[config.mk]
export PLATFORM = sky130hd
export DESIGN_NAME = bram_pixel_reader
export DESIGN_NICKNAME = d
export VERILOG_FILES = /design/src/rtl/bram_pixel_reader.sv
export SDC_FILE = /design/constraint.sdc
export NUM_CORES = 1
export LEC_CHECK = 0
export BUFFER_PORTS_ARGS = -buffer_cell sky130_fd_sc_hd__buf_4
export CORE_MARGIN = 5
export CORE_UTILIZATION = 56
export DETAILED_ROUTE_END_ITERATION = 16
export GPL_TIMING_DRIVEN = 0
export PLACE_DENSITY = 0.86
export SLEW_MARGIN = 30
export SYNTH_ARGS = -nofsm -noshare
export SYNTH_HDL_FRONTEND = slang
export SYNTH_SLANG_ARGS = --single-unit
export TNS_END_PERCENT = 5
[constraint.sdc]
create_clock -name clk -period 2.95 [get_ports clk]
set_input_delay 0.295 -clock clk [delete_from_list [all_inputs] [get_ports clk]]
set_output_delay 0.295 -clock clk [all_outputs]
set_load 0.05 [all_outputs]
[src/rtl/bram_pixel_reader.sv]
// -----------------------------------------------------------------------------
// bram_pixel_reader
//
// Replays a stored image out of block RAM as an 8-bit pixel stream. Each
// 32-bit BRAM word holds four packed pixels; the reader fetches one word,
// waits the BRAM read latency, then unpacks the word one pixel per accepted
// beat on a valid/ready handshake. A final partial word emits only the
// pixels that belong to the image and drops the rest.
//
// Parameters
//   NUM_PIXELS  pixels per image (any value >= 1, not required to be a multiple of 4)
//   BASE_ADDR   byte address of the first image word
//   RD_LAT      BRAM read latency in cycles (1 or 2)
//
// Ports
//   clk           in   1   rising-edge clock
//   reset         in   1   synchronous, active-high reset
//   start         in   1   single-cycle pulse that begins one image (honoured only when idle)
//   bram_address  out  32  word-aligned byte address presented to the BRAM
//   bram_data     in   32  BRAM read data, valid RD_LAT cycles after the address
//   pixel_o       out  8   current pixel
//   pixel_valid   out  1   pixel_o holds a valid pixel
//   pixel_ready   in   1   consumer takes the pixel when pixel_valid && pixel_ready
//   busy          out  1   high from accepted start until image_done
//   image_done    out  1   single-cycle pulse once the last pixel has been taken
//
// Configuration
//   PIXEL_MSB_FIRST_EN  when defined, each word is unpacked starting from
//                       bits [31:24] (MSB-first packers); otherwise bits [7:0]
//                       come out first. Timing and counts are unaffected.
// -----------------------------------------------------------------------------
module bram_pixel_reader #(
    parameter int          NUM_PIXELS = 784,
    parameter logic [31:0] BASE_ADDR  = 32'h0000_0000,
    parameter int          RD_LAT     = 1
) (
    input  logic        clk,
    input  logic        reset,
    input  logic        start,
    output logic [31:0] bram_address,
    input  logic [31:0] bram_data,
    output logic [7:0]  pixel_o,
    output logic        pixel_valid,
    input  logic        pixel_ready,
    output logic        busy,
    output logic        image_done
);

    localparam int             PCW      = $clog2(NUM_PIXELS + 1);
    localparam logic [PCW-1:0] LAST_CNT = PCW'(NUM_PIXELS);
    localparam logic [1:0]     LAT_LAST = 2'(RD_LAT - 1);

    typedef enum logic [2:0] {
        IDLE,
        FETCH,
        WAIT,
        EMIT,
        DONE
    } state_t;

    state_t         state_q;
    logic [31:0]    addr_q;
    logic [31:0]    word_q;
    logic [1:0]     idx_q;
    logic [1:0]     lat_q;
    logic [PCW-1:0] pix_cnt_q;
    logic [7:0]     pix_q;
    logic           valid_q;
    logic           busy_q;
    logic           done_q;

    logic [PCW-1:0] pix_cnt_d;
    logic [1:0]     idx_d;

    assign pix_cnt_d = pix_cnt_q + PCW'(1);
    assign idx_d     = idx_q + 2'd1;

    // Select stream position i (0 = first out) from a packed word.
    function automatic logic [7:0] unpack(input logic [31:0] w, input logic [1:0] i);
        logic [1:0] sel;
`ifdef PIXEL_MSB_FIRST_EN
        sel = ~i;
`else
        sel = i;
`endif
        return w[8*sel +: 8];
    endfunction

    always_ff @(posedge clk) begin
        if (reset) begin
            state_q   <= IDLE;
            addr_q    <= BASE_ADDR;
            word_q    <= '0;
            idx_q     <= '0;
            lat_q     <= '0;
            pix_cnt_q <= '0;
            pix_q     <= '0;
            valid_q   <= 1'b0;
            busy_q    <= 1'b0;
            done_q    <= 1'b0;
        end else begin
            case (state_q)
                IDLE: begin
                    done_q <= 1'b0;
                    if (start) begin
                        // Address is registered on entry to FETCH so the BRAM
                        // sees it for the whole FETCH cycle.
                        addr_q    <= BASE_ADDR;
                        pix_cnt_q <= '0;
                        busy_q    <= 1'b1;
                        state_q   <= FETCH;
                    end
                end

                FETCH: begin
                    lat_q   <= '0;
                    state_q <= WAIT;
                end

                WAIT: begin
                    if (lat_q == LAT_LAST) begin
                        word_q  <= bram_data;
                        idx_q   <= '0;
                        pix_q   <= unpack(bram_data, 2'd0);
                        valid_q <= 1'b1;
                        state_q <= EMIT;
                    end else begin
                        lat_q <= lat_q + 2'd1;
                    end
                end

                EMIT: begin
                    if (pixel_ready) begin
                        pix_cnt_q <= pix_cnt_d;
                        idx_q     <= idx_d;
                        if (pix_cnt_d == LAST_CNT) begin
                            // Also covers a partial last word: leftover bytes are dropped.
                            valid_q <= 1'b0;
                            busy_q  <= 1'b0;
                            done_q  <= 1'b1;
                            state_q <= DONE;
                        end else if (idx_q == 2'd3) begin
                            valid_q <= 1'b0;
                            addr_q  <= addr_q + 32'd4;
                            state_q <= FETCH;
                        end else begin
                            pix_q <= unpack(word_q, idx_d);
                        end
                    end
                end

                DONE: begin
                    // start is deliberately not looked at here.
                    done_q  <= 1'b0;
                    state_q <= IDLE;
                end

                default: begin
                    state_q <= IDLE;
                end
            endcase
        end
    end

    assign bram_address = addr_q;
    assign pixel_o      = pix_q;
    assign pixel_valid  = valid_q;
    assign busy         = busy_q;
    assign image_done   = done_q;

endmodule
==> impl_metrics.yaml <==
placement:
  placed_area_um2: 5050
  io_buffers: 76
  dpl.hpwl_mm: 8.35
  place_congestion: 0.891
logic_synthesis:
  synth_compound_area_frac: 0.201
  synth_edf_count: 0
  ys_seq_area_frac: 0.414
  netlist.area_leader.share: 0.414
  synth_xor_area_frac: 0.0161
  yosysTopAreaCell: "dfxtp_1"
  ys_async_sr_fraction: 0
  syn_inst: 538
  synth_cell_types: 55
  synth_top_family_by_area: "simple AND/OR/NAND/NOR gates"
  synthSimpleGateAreaFrac: 0.261
  syn_area_um2: 4350
  synth_mux_area_frac: 0.0460
  ys.flop_type: "dfxtp_1"
  synth_fa_ha_area_frac: 0.0144
  avgSynthCellArea_um2: 8.08
  ys_top_cells_by_area: "dfxtp_1 41%, nand2_1 9.0%, a21oi_1 8.4%"
  yosys_warnings: 0
  ys_seq_elements: 90
worst_setup_path:
  cp_slowest_stage_delay_ns: 0.51
  worstPathArrival_ns: 3.08
  cp-start-kind: "flip-flop"
  crit_type: "flip-flop to flip-flop"
  worst-r2r-cell-count: 9
  rr_endpoint: "bram_address[2]"
  r2r_setup_slack_ns: 0.13
  cp_max_fo: 10
  cp_data_required_time_ns: 3.21
  rr_startpoint: "pix_cnt_q[0]"
  critPathCaptureType: "flip-flop"
  path_cells: "ha_1, nand4_1, xor2_1, o31a_1, nor4_4, a21oi_1, clkbuf_1, xnor2_1, nor2_1"
  cp_slowest_cell: "nor4_4"
pwr:
  p_comb_frac: 0.179
  seqPwrFrac: 0.487
  switching_power_w: 0.000844
  leakage_nw: 1.96
  power_density_nw_per_um2: 510
  pwr-share-clk: 0.335
  p_int_w: 0.00184
  peakVddDrop_mv: 0.333
  power_w: 0.00269
  p_sw_frac: 0.314
detailed_routing:
  wl_mm: 11.3
  wl_per_cell_um: 15.4
  route.detailed.drc: 0
  ant_nets: 0
  routed_via_density: 5.89
  drtIter0Drc: 214
  first_pass_iters: 5
  route.vias.total: 4315
timing:
  hold_viol_final: 0
  max_slew.worst_pin.slew_ns: 0.750
  setup_viol: 0
  slew_headroom: 0.497
  period_share: 0.957
  skew_ns: 0.0130
  period_needed_ns: 2.82
  tns_ns: 0
  rsz0062_at_grt: "true"
  slew_violations: 0
  max_clock_freq_mhz: 354
hold_path:
  hold-path-endpoint: "word_q[9]"
  hold_depth: 3
  min_from: "bram_data[9]"
  hp-class: "input pin to flip-flop"
final_layout:
  final_nets: 667
  area_growth_pct: 21.1
  drive_gt1_frac: 0.189
  fillers: 613
  final_core_util: 0.689
  finalInstanceArea_um2: 5270
  final_cell_mix: "104 x nand2_1, 90 x dfxtp_1, 78 x buf_4, 73 x a21oi_1, 49 x nor2_1"
  layout.cells.most_common: "nand2_1"
  n_antenna_cell: 0
global_routing:
  antenna_found_initial: 0
  grt-ovfl-total: 0
  grt_usage: 0.232
  grt_start_max_net_pins: 18
  grt_pass1_wl_mm: 18.6
  grt_pass1_vias: 4024
cts:
  h-tree-depth: 3
  cts.sink_count: 90
  clk_latency_ns: 0.37
  cts_buffer_depth: 2
  cts-root-buf: "clkbuf_8"
  cts_tree: "done"
  cts_setup_buffers: 0
  clk_pin_slew_ns: 0.10
  ctsHoldBuffers: 0
  cts_inserted_buffers: 9
floorplanning:
  die_w_um: 98.1
  initial_core_util: 0.569
  die-area_um2: 9630
  core_area_um2: 7650
  fp-row-count: 32
  die_h_um: 98.1
  ios: 79
flow_run:
  drv_cap: 0
outcome:
  status: "finished clean"
-- timing repair --
action,in CTS,in global routing
resized for setup,0,1
hold endpoints to repair,0,0
endpoints found under the setup margin,0,29
-- Yosys cell counts (6+ instances only) --
| library cell | number |
|---|---|
| or4_1 | 13 |
| buf_2 | 6 |
| o31ai_1 | 12 |
| nand2_1 | 104 |
| dfxtp_1 | 90 |
| nand3_1 | 17 |
| a311oi_1 | 9 |
| mux4_2 | 8 |
| nor3_1 | 6 |
| o21ai_0 | 9 |
| nand4_1 | 6 |
| nand2b_1 | 7 |
| nor2_1 | 49 |
| and3_1 | 9 |
| clkbuf_1 | 29 |
| xnor2_1 | 7 |
| a21oi_1 | 73 |
-- cells by family after synthesis --
family	Yosys count
buf+inv	46
simple gates	238
fa+ha+maj	5
other cells	1
mux	10
compound gates	140
flops	90
xor+xnor	8
-- metrics by stage --
| step | std cells | hold slack (ns) | worst slack, ns |
|---|---|---|---|
| 6_report | 733 | 0.158 | 0.126 |
| 2_1_floorplan | 539 | 0.431 | 0.443 |
| 3_5_place_dp | 717 | 0.448 | 0.0709 |
| 5_1_grt | 733 | 0.163 | -0.00349 |
| 3_3_place_gp | 717 | 0.440 | 0.125 |
| 4_1_cts | 733 | 0.157 | 0.00906 |
-- how the worst max path moves through the flow --
| stage | startpoint | endpoint |
|---|---|---|
| after global placement | pix_cnt_q[0] | bram_address[2] |
| after floorplan | bram_address[9] | bram_address[31] |
| final | pix_cnt_q[0] | bram_address[2] |
| after global routing | pix_cnt_q[0] | bram_address[2] |
| after detailed placement | pix_cnt_q[0] | bram_address[2] |
| after CTS | pix_cnt_q[0] | bram_address[2] |
-- power groups by stage --
stage / Combinational [W] / Sequential, W / Clock, W
finish: 0.000480 / 0.00131 / 0.000900
global route: 0.000522 / 0.00131 / 0.000951
CTS: 0.000475 / 0.00131 / 0.000902
detailed placement: 0.000471 / 0.00134 / 0
global placement: 0.000463 / 0.00133 / 0
floorplan: 0.000252 / 0.00140 / 0
-- flip-flops by register name, indices dropped and copies added, names as in the netlist --
register      cells
state_q           3
busy              1
idx_q             2
pix_cnt_q        10
lat_q             2
image_done        1
pixel_o           8
bram_address     30
pixel_valid       1
word_q           32
-- metal layers --
metal  track usage  part of all wire  vias up
met5             0                 0        -
met4        0.0703             0.016        0
met3        0.0579             0.082       19
met2         0.386              0.48      176
met1         0.297              0.42     2016
li1              -                 -     2104
-- area by class of cell --
cell class | count | area (um^2) | share of cell area
inverters | 5 | 18.8 | 0.00356
multi-input cells | 403 | 2360 | 0.448
plain buffers | 41 | 184 | 0.0349
flip-flops and latches | 90 | 1800 | 0.342
repair buffers | 76 | 571 | 0.108
clock inverters | 7 | 81.3 | 0.0154
clock buffers | 9 | 124 | 0.0235
well taps | 102 | 128 | 0.0242
-- critical path, delay by kind of cell, from the launching register on --
family | cells | cell delay, ns
AOI/OAI and AO/OA | 2 | 0.52
xor gates and xnor gates | 2 | 0.40
buffers and inverters | 1 | 0.30
adders and majority gates | 1 | 0.30
DFF | 1 | 0.45
and+or+nand+nor | 3 | 0.74
No activity file was read; power rests on OpenSTA's default activity.
